==> config.mk <==
export PLATFORM = sky130hd
export DESIGN_NAME = if_fetch_stage
export DESIGN_NICKNAME = d
export VERILOG_FILES = /design/src/rtl/if_fetch_stage_pkg.sv /design/src/rtl/if_fetch_stage_next_pc_sel.sv /design/src/rtl/if_fetch_stage.sv
export SDC_FILE = /design/constraint.sdc
export NUM_CORES = 1
export LEC_CHECK = 0
export ABC_AREA = 1
export ABC_CLOCK_PERIOD_IN_PS = 13440
export BUFFER_PORTS_ARGS = -buffer_cell sky130_fd_sc_hd__buf_4
export CELL_PAD_IN_SITES_DETAIL_PLACEMENT = 1
export CELL_PAD_IN_SITES_GLOBAL_PLACEMENT = 2
export CORE_AREA = 4 4 169 171
export CTS_CLUSTER_SIZE = 12
export DETAILED_ROUTE_END_ITERATION = 10
export DIE_AREA = 0 0 173 175
export GPL_TIMING_DRIVEN = 1
export PLACE_DENSITY_LB_ADDON = 0.3
export REMOVE_ABC_BUFFERS = 1
export SETUP_SLACK_MARGIN = 0.1
export SLEW_MARGIN = 30
export SYNTH_ARGS = -nofsm -noshare
export SYNTH_HDL_FRONTEND = slang
export SYNTH_HIERARCHICAL = 1
export SYNTH_SLANG_ARGS = --single-unit
==> constraint.sdc <==
create_clock -name clk -period 13.44 [get_ports clk]
set_clock_uncertainty 0.05 [all_clocks]
set_input_delay 2.688 -clock clk [delete_from_list [all_inputs] [get_ports clk]]
set_output_delay 2.688 -clock clk [all_outputs]
set_load 0.005 [all_outputs]
==> src/rtl/if_fetch_stage_pkg.sv <==
// Shared fetch-stage definitions: next-PC select encodings, reset defaults,
// fetch FSM state type and the wrapping pc+4 helper.
package if_fetch_stage_pkg;

   localparam int unsigned XLEN = 32;

   localparam logic [1:0] PCSRC_SEQ = 2'b00;
   localparam logic [1:0] PCSRC_BR  = 2'b01;
   localparam logic [1:0] PCSRC_J   = 2'b10;
   localparam logic [1:0] PCSRC_JR  = 2'b11;

   localparam logic [XLEN-1:0] NOP_INST_DFLT = 32'h0000_0000;
   localparam logic [XLEN-1:0] RESET_PC_DFLT = 32'h0000_0000;

   typedef enum logic {
      FETCH = 1'b0,
      VALID = 1'b1
   } fetch_state_e;

   // Sequential successor, modulo 2^32
   function automatic logic [XLEN-1:0] pc_plus4(input logic [XLEN-1:0] pc);
      return XLEN'(pc + XLEN'(4));
   endfunction

endpackage

==> src/rtl/if_fetch_stage_next_pc_sel.sv <==
// Combinational next-PC mux: pending redirect beats the live pcsrc select,
// which beats the sequential pc+4.
module if_fetch_stage_next_pc_sel
   import if_fetch_stage_pkg::*;
(
   input  logic [XLEN-1:0] i_pc,
   input  logic [1:0]      i_pcsrc,
   input  logic [XLEN-1:0] i_bpc,
   input  logic [XLEN-1:0] i_jpc,
   input  logic [XLEN-1:0] i_rpc,
   input  logic            i_pend,
   input  logic [XLEN-1:0] i_pend_target,
   output logic [XLEN-1:0] o_sel_target_c,
   output logic [XLEN-1:0] o_npc_c
);

   // Target selection and redirect priority
   always_comb begin
      o_sel_target_c = i_bpc;
      case (i_pcsrc)
         PCSRC_J:  o_sel_target_c = i_jpc;
         PCSRC_JR: o_sel_target_c = i_rpc;
         default:  o_sel_target_c = i_bpc;
      endcase

      o_npc_c = pc_plus4(i_pc);
      if (i_pend) begin
         o_npc_c = i_pend_target;
      end else if (i_pcsrc != PCSRC_SEQ) begin
         o_npc_c = o_sel_target_c;
      end
   end

endmodule

==> src/rtl/if_fetch_stage.sv <==
// Instruction-fetch stage feeding IF/ID. Owns the PC, runs a FETCH/VALID
// handshake with a variable-latency instruction memory, and remembers a
// redirect seen while a fetch is outstanding so the delay slot still issues.
// Optional: define IMEM_TIMEOUT_EN to add a fetch-wait watchdog and if_err.
module if_fetch_stage
   import if_fetch_stage_pkg::*;
#(
   parameter logic [XLEN-1:0] RESET_PC = RESET_PC_DFLT,
   parameter logic [XLEN-1:0] NOP_INST = NOP_INST_DFLT
`ifdef IMEM_TIMEOUT_EN
   ,
   parameter logic [7:0]      TIMEOUT  = 8'd64
`endif
)(
   input  logic            clk,
   input  logic            clr,
   input  logic            stall,
   input  logic [1:0]      pcsrc,
   input  logic [XLEN-1:0] bpc,
   input  logic [XLEN-1:0] jpc,
   input  logic [XLEN-1:0] rpc,
   output logic            imem_req,
   output logic [XLEN-1:0] imem_addr,
   input  logic            imem_ready,
   input  logic [XLEN-1:0] imem_rdata,
   output logic [XLEN-1:0] if_pc4,
   output logic [XLEN-1:0] if_inst,
   output logic            if_valid
`ifdef IMEM_TIMEOUT_EN
   ,
   output logic            if_err
`endif
);

   fetch_state_e    r_state;
   logic [XLEN-1:0] r_pc;
   logic [XLEN-1:0] r_inst_buf;
   logic            r_pend;
   logic [XLEN-1:0] r_pend_target;
   logic            r_imem_req;
   logic            r_if_valid;
   logic [XLEN-1:0] r_if_pc4;
   logic [XLEN-1:0] w_sel_target;
   logic [XLEN-1:0] w_npc;
`ifdef IMEM_TIMEOUT_EN
   logic [7:0]      r_wait_cnt;
   logic            r_err;
`endif

   if_fetch_stage_next_pc_sel u_next_pc_sel (
      .i_pc           (r_pc),
      .i_pcsrc        (pcsrc),
      .i_bpc          (bpc),
      .i_jpc          (jpc),
      .i_rpc          (rpc),
      .i_pend         (r_pend),
      .i_pend_target  (r_pend_target),
      .o_sel_target_c (w_sel_target),
      .o_npc_c        (w_npc)
   );

   // Fetch FSM, PC register, redirect latch and registered IF/ID outputs
   always_ff @(posedge clk or posedge clr) begin
      if (clr) begin
         r_state       <= FETCH;
         r_pc          <= RESET_PC;
         r_inst_buf    <= NOP_INST;
         r_pend        <= 1'b0;
         r_pend_target <= RESET_PC;
         r_imem_req    <= 1'b1;
         r_if_valid    <= 1'b0;
         r_if_pc4      <= pc_plus4(RESET_PC);
`ifdef IMEM_TIMEOUT_EN
         r_wait_cnt    <= 8'd0;
         r_err         <= 1'b0;
`endif
      end else begin
         case (r_state)
            FETCH: begin
               if (!stall && (pcsrc != PCSRC_SEQ)) begin
                  r_pend        <= 1'b1;
                  r_pend_target <= w_sel_target;
               end
               if (imem_ready) begin
                  r_inst_buf <= imem_rdata;
                  r_state    <= VALID;
                  r_imem_req <= 1'b0;
                  r_if_valid <= 1'b1;
`ifdef IMEM_TIMEOUT_EN
                  r_wait_cnt <= 8'd0;
               end else if (r_wait_cnt == 8'(TIMEOUT - 8'd1)) begin
                  r_err      <= 1'b1;
                  r_inst_buf <= NOP_INST;
                  r_state    <= VALID;
                  r_imem_req <= 1'b0;
                  r_if_valid <= 1'b1;
                  r_wait_cnt <= 8'd0;
               end else begin
                  r_wait_cnt <= 8'(r_wait_cnt + 8'd1);
`endif
               end
            end
            VALID: begin
               if (!stall) begin
                  r_pc       <= w_npc;
                  r_pend     <= 1'b0;
                  r_state    <= FETCH;
                  r_inst_buf <= NOP_INST;
                  r_imem_req <= 1'b1;
                  r_if_valid <= 1'b0;
                  r_if_pc4   <= pc_plus4(w_npc);
               end
            end
         endcase
      end
   end

   assign imem_req  = r_imem_req;
   assign imem_addr = r_pc;
   assign if_inst   = r_inst_buf;
   assign if_valid  = r_if_valid;
   assign if_pc4    = r_if_pc4;
`ifdef IMEM_TIMEOUT_EN
   assign if_err    = r_err;
`endif

endmodule

==> results of run 1 <==
==> worst max-delay path, stage by stage <==
cell	delay (ns)
buf_4	0.11
inv_2	0.23
nor2_4	0.72
nand2_1	0.10
nand3_1	0.12
a21oi_1	0.07
a21oi_1	0.45
nand2_1	0.24
nor2_1	0.21
nand2_1	0.08
nor2_2	0.23
nand2_1	0.10
nand2_1	0.06
nand3_1	0.06
==> per-stage QoR <==
| step | util | hold WS (ns) | cells | instance area, sq um | setup WS [ns] |
|---|---|---|---|---|---|
| 2_1_floorplan | - | 0.403 | 1163 | 7770 | 7.24 |
| 3_3_place_gp | 0.372 | 0.400 | 1743 | 10000 | 7.75 |
| 3_5_place_dp | 0.372 | 0.414 | 1743 | 10000 | 7.73 |
| 4_1_cts | 0.394 | 0.422 | 1775 | 10600 | 8.17 |
| 5_1_grt | 0.394 | 0.451 | 1775 | 10600 | 7.81 |
| 6_report | 0.394 | 0.422 | 1775 | 10600 | 8.19 |
==> layout by cell type, fill, tap and decap left out <==
cell,instances
a31oi_1,1
bufinv_16,1
clkbuf_16,17
nor2_8,1
and2_1,3
inv_6,6
nor2_1,125
clkinv_2,2
clkinvlp_4,1
a21oi_1,33
o21bai_1,1
clkinv_1,1
buf_4,239
inv_2,5
xor2_1,4
nor2_2,14
o21a_1,1
inv_1,116
xnor2_1,4
inv_8,6
clkinv_4,1
nand2_4,2
o21ai_1,5
o21ai_0,78
nand2_2,8
nand3b_1,1
ha_1,2
dfrtp_1,128
nand3_2,1
a21oi_2,1
o211ai_1,3
nand4_1,2
dfstp_2,2
nor2_4,11
nand3_1,175
nand2_1,433
==> cell type report <==
| class | instances | area, sq um | area share |
|---|---|---|---|
| multi-input combinational | 909 | 4050 | 0.383 |
| sequential | 130 | 3260 | 0.307 |
| timing repair buffer | 239 | 1790 | 0.169 |
| inverter | 124 | 472 | 0.0446 |
| tap | 341 | 427 | 0.0403 |
| clock buffer | 17 | 425 | 0.0402 |
| clock inverter | 15 | 163 | 0.0154 |
==> cells in the mapped netlist (all sizes together) <==
library cell,n
nor2,151
buf,37
a21oi,34
nand3,176
a31oi,1
nand3b,1
xnor2,4
nand4,2
nand2,443
ha,2
xor2,4
o21bai,1
o21ai,83
o211ai,3
and2,3
dfrtp,128
inv,123
o21a,1
clkbuf,22
clkinv,1
dfstp,2
==> power by group through the flow <==
stage | registers [mW] | logic [mW] | clock network, mW
finish | 0.627 | 0.602 | 0.479
detailed placement | 0.633 | 0.613 | 0
global route | 0.646 | 0.684 | 0.509
global placement | 0.632 | 0.603 | 0
floorplan | 0.604 | 0.295 | 0
CTS | 0.629 | 0.616 | 0.489
==> path summary, 6_finish.rpt <==
check / slack (ns) / cells past startpoint / endpoint
worst min-delay path: 0.42 / 2 / imem_req
worst max register to register: 10.09 / 9 / if_pc4[24]
worst min register to register: 0.42 / 2 / imem_req
min in group asynchronous: 2.39 / 2 / if_pc4[26]
worst max-delay path: 8.19 / 14 / if_pc4[31]
max in group asynchronous: 9.74 / 3 / if_pc4[24]
==> cells by family (layout without fill, tap and decap cells) <==
group	after synthesis	in the layout	share of synthesized area
and+or+nand+nor	776	776	0.412
buffers and inverters	183	395	0.0942
DFF	130	130	0.404
AOI/OAI and AO/OA	123	123	0.0785
xor gates and xnor gates	8	8	0.00869
adders and majority gates	2	2	0.00310
==> layer usage <==
layer,vias up,track usage,wire (um)
li1,4222,-,-
met1,4047,0.256,13800
met2,156,0.350,15200
met3,13,0.0498,1510
met4,0,0.0372,240
met5,-,0,0
==> flip-flops by register name (all words and copies together) (netlist names) <==
name	cells
if_inst	32
r_state	1
imem_req	1
if_pc4	30
if_valid	1
r_pend_target	32
r_pend	1
imem_addr	32
==> metrics.md, run 1 <==
| Metric | Value |
|---|---|
| Die W | `approximately 170 um` |
| H-tree depth | `4` |
| Vias in the first global route | `8724` |
| Fin. max-slew vios | `0` |
| Hold Fails Final Rpt | `0` |
| Max rail drop VDD | `just under 0.06 mV` |
| I/O pin total | `232` |
| Sw Pwr | `between 0.6 and 0.7 mW` |
| Final period util | `0.391` |
| Fill cells | `3466` |
| NumNets Final | `roughly 1600` |
| Final setup fails | `0` |
| Comb power frac | `0.353` |
| Initial antenna violation count | `0` |
| Leading post-synthesis cells by cell area | `dfrtp_1 40%, nand2_1 20%, nand3_1 11%` |
| Worst EP arrival | `between 5 and 6 ns` |
| Int Pwr | `1.03 mW` |
| Synth Area per Inst | `around 6.6 sq um` |
| Worst Setup SP | `pcsrc[1]` |
| Sw frac | `0.399` |
| Std-Cell Rows | `60` |
| GRT Util Overall | `0.201` |
| Fin Setup TNS | `0 ns` |
| Drt wl/cell | `between 15 and 20 um` |
| Largest net degree at the start of global routing | `84` |
| Layout area overhead | `31.3%` |
| Hold_buf cts | `0` |
| Worst relative slew slack | `0.438` |
| Post-Synthesis Cells | `1222` |
| Worst flop-to-flop path startpoint | `r_state` |
| Core Area | `26900 sq um` |
| DRT iter0 DRCs | `about 350` |
| Routed vias/inst | `4.75` |
| Pwr/cell area | `161 nW/um^2` |
| Critical path fanouts, max | `33` |
| Post-layout min period | `roughly 5.3 ns` |
| CTS max path bufs | `2` |
| First-pass GRT wire length | `roughly 49 mm` |
| Post-detailed-route count of antenna-violating nets | `0` |
| Setup Fix Bufs, Post-CTS | `0` |
| Initial DRT Pass Iterations | `5` |
| CTS tree | `built` |
| Fmax | `approximately 0.19 GHz` |
| Sequential share of the synthesized area | `0.404` |
| Clock slew at reported path FFs | `about 0.060 ns` |
| RSZ-0062 raised after global routing | `false` |
| Dpl hpwl | `around 23 mm` |
| Synth unique cells | `32` |
| Die area | `between 30000 and 40000 sq um` |
| Worst Hold Launch | `imem_req` |
| Drc violations | `0` |
| GRT overflow | `0` |
| RD Place Congestion | `between 0.7 and 0.8` |
| Initial core utilization | `0.300` |
| Inserted Diodes | `0` |
| Part of the power in registers | `0.367` |
| PortBufs | `around 230` |
| CP startpoint kind | `primary input` |
| Synth top area share | `0.397` |
| Clk pwr share | `0.280` |
| Clk Latency, worst-skew pair | `~0.43 ns` |
| Chip height | `175 um` |
| # resized after CTS | `0` |
| Leak | `approximately 5.5 nW` |
| MaxCap Viol Count | `0` |
| Synthesized area | `between 8000 and 9000 sq um` |
| TritonCTS sink count | `130` |
| Status | `finished, final reports clean` |
| Final wirelength | `~31 mm` |
| CP endpoint kind | `flop` |
| Crit Path Category | `in -> reg` |
| Ys Warns | `6` |
| Layout cell share with drive strength beyond 1 | `0.222` |
| Worst endpoint required time | `about 14 ns` |
| Total Power | `1.71 mW` |
| Total number of vias | `8438` |
| CTS Root Cell | `clkbuf_16` |
| Flops & latches, synth | `130` |
| Hold crit path type | `reg -> reg` |
| TritonCTS buffer count | `17` |
| Slew @ Worst Pin | `0.842 ns` |
| Top cell type by total area after synthesis | `dfrtp_1` |
Note: power is estimated with default switching activity, not from simulation.
==> inputs of run 2 (changes only) <==
--- a/config.mk
+++ b/config.mk
@@ -5,15 +5,15 @@
 export SDC_FILE = /design/constraint.sdc
 export NUM_CORES = 1
 export LEC_CHECK = 0
-export ABC_AREA = 1
-export ABC_CLOCK_PERIOD_IN_PS = 13440
+export ABC_AREA = 0
+export ABC_CLOCK_PERIOD_IN_PS = 5300
 export BUFFER_PORTS_ARGS = -buffer_cell sky130_fd_sc_hd__buf_4
 export CELL_PAD_IN_SITES_DETAIL_PLACEMENT = 1
 export CELL_PAD_IN_SITES_GLOBAL_PLACEMENT = 2
-export CORE_AREA = 4 4 169 171
+export CORE_AREA = 4 4 162 164
 export CTS_CLUSTER_SIZE = 12
 export DETAILED_ROUTE_END_ITERATION = 10
-export DIE_AREA = 0 0 173 175
+export DIE_AREA = 0 0 166 168
 export GPL_TIMING_DRIVEN = 1
 export PLACE_DENSITY_LB_ADDON = 0.3
 export REMOVE_ABC_BUFFERS = 1
==> constraint.sdc (replaced) <==
create_clock -name clk -period 5.3 [get_ports clk]
set_clock_uncertainty 0.05 [all_clocks]
set_input_delay 1.06 -clock clk [delete_from_list [all_inputs] [get_ports clk]]
set_output_delay 1.06 -clock clk [all_outputs]
set_load 0.005 [all_outputs]
==> run 2 against run 1 <==
Hold slack improved by 0.014 ns. Sequential cell count is the same. Combinational power rose by 140%. Register-to-register slack got worse by 8.7 ns. Die area shrank 7.9%.
==> metrics.md, run 2 <==
| Metric | Value |
|---|---|
| Status | `finished, final reports clean` |
| Clk Latency, worst-skew pair | `0.42 ns (about the same)` |
| Hold path cells | `2 (unchanged)` |
| Ys Warns | `6 (unchanged)` |
| Worst endpoint required time | `5.60 ns (-8.10 ns)` |
| I/O pin total | `232 (unchanged)` |
| NumNets Final | `1153 (-26%)` |
| Int Pwr | `2.66 mW (+160%)` |
| Final wirelength | `25.9 mm (-16%)` |
| Commonest non-fill, non-tap cell in the layout | `buf_4` |
| Vias in the first global route | `7293 (-16%)` |
| Max rail drop VDD | `0.201 mV (+250%)` |
| Initial core utilization | `0.296 (-0.00393)` |
| Drt wl/cell | `19.1 um (+10%)` |
| Crit Path Category | `reg -> reg` |
| Part of the power in registers | `0.390 (+0.023)` |
| Final period util | `0.730` |
| Chip height | `168 um (-4.0%)` |
| Sequential share of the synthesized area | `0.442 (+0.0380)` |
| Layout area overhead | `35.2%` |
| Largest net degree at the start of global routing | `94 (+12%)` |
| Fin Setup TNS | `0 ns (unchanged)` |
| Sequential Area | `3260 sq um (about the same)` |
| Leak | `4.61 nW (-16%)` |
| Asr flop ratio synth | `1.00 (unchanged)` |
| Post-Synthesis Cells | `811 (-34%)` |
| Routed vias/inst | `5.04 (+6.1%)` |
| CP endpoint kind | `flop` |
| Worst relative slew slack | `0.384 (-0.0537)` |
| Initial DRT Pass Iterations | `4 (-1)` |
| CTS max path bufs | `2 (unchanged)` |
| CTS tree | `built` |
| Top cell type by total area after synthesis | `dfrtp_1` |
| PortBufs | `231 (unchanged)` |
| Hold crit path type | `reg -> reg` |
| Synthesized area | `7370 sq um (-8.6%)` |
| DRT iter0 DRCs | `291 (-16%)` |
| Die area | `27900 sq um (-7.9%)` |
| Final setup fails | `0 (unchanged)` |
| Synth top area share | `0.435 (+0.0374)` |
| Worst EP arrival | `4.17 ns (-1.34 ns)` |
| Reg2Reg Depth | `9 (unchanged)` |
| Core Area | `24900 sq um (-7.4%)` |
| Post-layout min period | `roughly 3.9 ns` |
| Clock slew at reported path FFs | `0.07 ns (about the same)` |
| RD Place Congestion | `0.802 (+2.7%)` |
| Fmax | `about 0.26 GHz` |
| # resized after CTS | `0 (unchanged)` |
| Most frequent cells after synthesis | `154 x nand2_1, 128 x dfrtp_1, 72 x nor2_1` |
| CP startpoint kind | `flop` |
| Most common cell in the synthesized netlist | `nand2_1` |
| GRT overflow | `0 (unchanged)` |
| Most used DFF post-synth | `dfrtp_1` |
| RSZ-0062 raised after global routing | `false` |
| First-pass GRT wire length | `41.3 mm (-15%)` |
| Dpl hpwl | `18.5 mm (-18%)` |
| Std-Cell Rows | `58 (-3.3%)` |
| Synth unique cells | `54 (+69%)` |
| Post-detailed-route count of antenna-violating nets | `0 (unchanged)` |
| MaxCap Viol Count | `0 (unchanged)` |
| Critical path fanouts, max | `11 (-67%)` |
| TritonCTS buffer count | `17 (unchanged)` |
| Post-synth EDFFs | `0 (unchanged)` |
| Pwr/cell area | `425 nW/um^2 (+160%)` |
| Setup Fix Bufs, Post-CTS | `0 (unchanged)` |
| Comb power frac | `0.342 (-0.011)` |
| Die W | `166 um (-4.0%)` |
| H-tree depth | `4 (unchanged)` |
| Inserted Diodes | `0 (unchanged)` |
| Multi-input logic area | `3830 sq um (-5.5%)` |
| Fill cells | `2928 (-16%)` |
| Layout cell share with drive strength beyond 1 | `0.319 (+0.0977)` |
| DP Worst Slack | `1.03 ns (-6.70 ns)` |
| Hold Fails Final Rpt | `0 (unchanged)` |
| Flops & latches, synth | `130 (unchanged)` |
| Sw frac | `0.372 (-0.0278)` |
| Commonest non-fill, non-tap cells in the layout | `244 x buf_4, 154 x nand2_1, 127 x dfrtp_1` |
| Setup ws final | `1.43 ns (-6.75 ns)` |
| Total number of vias | `6858 (-19%)` |
| TritonCTS sink count | `130 (unchanged)` |
| GRT Util Overall | `0.184 (-0.0164)` |
| Leading post-synthesis cells by cell area | `dfrtp_1 43%, nand2_1 7.8%, mux2i_1 5.4%` |
| Fin. max-slew vios | `0 (unchanged)` |
| Slew @ Worst Pin | `0.924 ns (+0.0826 ns)` |
| CTS Root Cell | `clkbuf_16` |
| Synth Area per Inst | `9.09 sq um (+38%)` |
| Clk pwr share | `0.268 (-0.012)` |
| Hold_buf cts | `0 (unchanged)` |
| Drc violations | `0 (unchanged)` |
| Initial antenna violation count | `0 (unchanged)` |
| Sw Pwr | `1.57 mW (+130%)` |
[run 2: path summary, 6_finish.rpt]
path	to	slack [ns]	from
max	if_pc4[29]	1.43	imem_addr[7]
min	if_pc4[3]	0.44	if_pc4[3]
max reg2reg	if_pc4[29]	1.43	imem_addr[7]
min reg2reg	if_pc4[3]	0.44	if_pc4[3]
max in group asynchronous	imem_req	3.52	clr
min in group asynchronous	r_pend_target[16]	0.69	clr
[run 2: cell type report]
type                            instances  share of cell area
Tap cell                              330              0.0414
Timing Repair Buffer                  245               0.187
Inverter                                9             0.00414
Multi-Input combinational cell        614               0.384
Clock buffer                           17              0.0427
Clock inverter                         15              0.0139
Sequential cell                       130               0.327
[run 2: routing by layer]
metal | GRT usage | wire [um] | vias to the layer above
met4 | 0.0316 | 177 | 0
li1 | - | - | 3314
met3 | 0.0495 | 1650 | 10
met1 | 0.250 | 11800 | 3347
met5 | 0 | 0 | -
met2 | 0.302 | 12300 | 187
[run 2: per-stage QoR]
step	instances	util	total power [mW]	area, sq um	hold WS, ns
after floorplan	753	-	2.30	7100	0.420
after global placement	1327	0.376	3.10	9370	0.419
after detailed placement	1327	0.376	3.13	9370	0.422
after CTS	1359	0.399	4.30	9930	0.448
after global routing	1360	0.400	4.56	9960	0.468
final	1360	0.400	4.23	9960	0.436
[run 2: logic make-up after synthesis]
group,count (synthesis),share of synthesized area
buffers and inverters,67,0.0414
adder cells (fa/ha/maj),2,0.00339
AND/OR/NAND/NOR,329,0.213
XOR/XNOR,29,0.0345
multiplexers,72,0.103
AO/OA/AOI/OAI,182,0.162
flip-flops,130,0.442
[run 2: power by group through the flow]
stage | Combinational (mW) | Clock, mW | Sequential [mW]
2_1_floorplan | 0.707 | 0 | 1.59
4_1_cts | 1.47 | 1.17 | 1.66
6_report | 1.45 | 1.13 | 1.65
3_5_place_dp | 1.46 | 0 | 1.67
3_3_place_gp | 1.44 | 0 | 1.66
5_1_grt | 1.63 | 1.22 | 1.71
[run 2: worst max-delay path, stage by stage (launching register included)]
cell,delay [ns]
dfrtp_1,0.46
and4_1,0.46
nand4_2,0.44
nor4b_1,0.42
a21oi_1,0.07
o21ai_0,0.64
and4_1,0.36
nand4_2,0.19
or4_1,0.54
a31oi_1,0.17
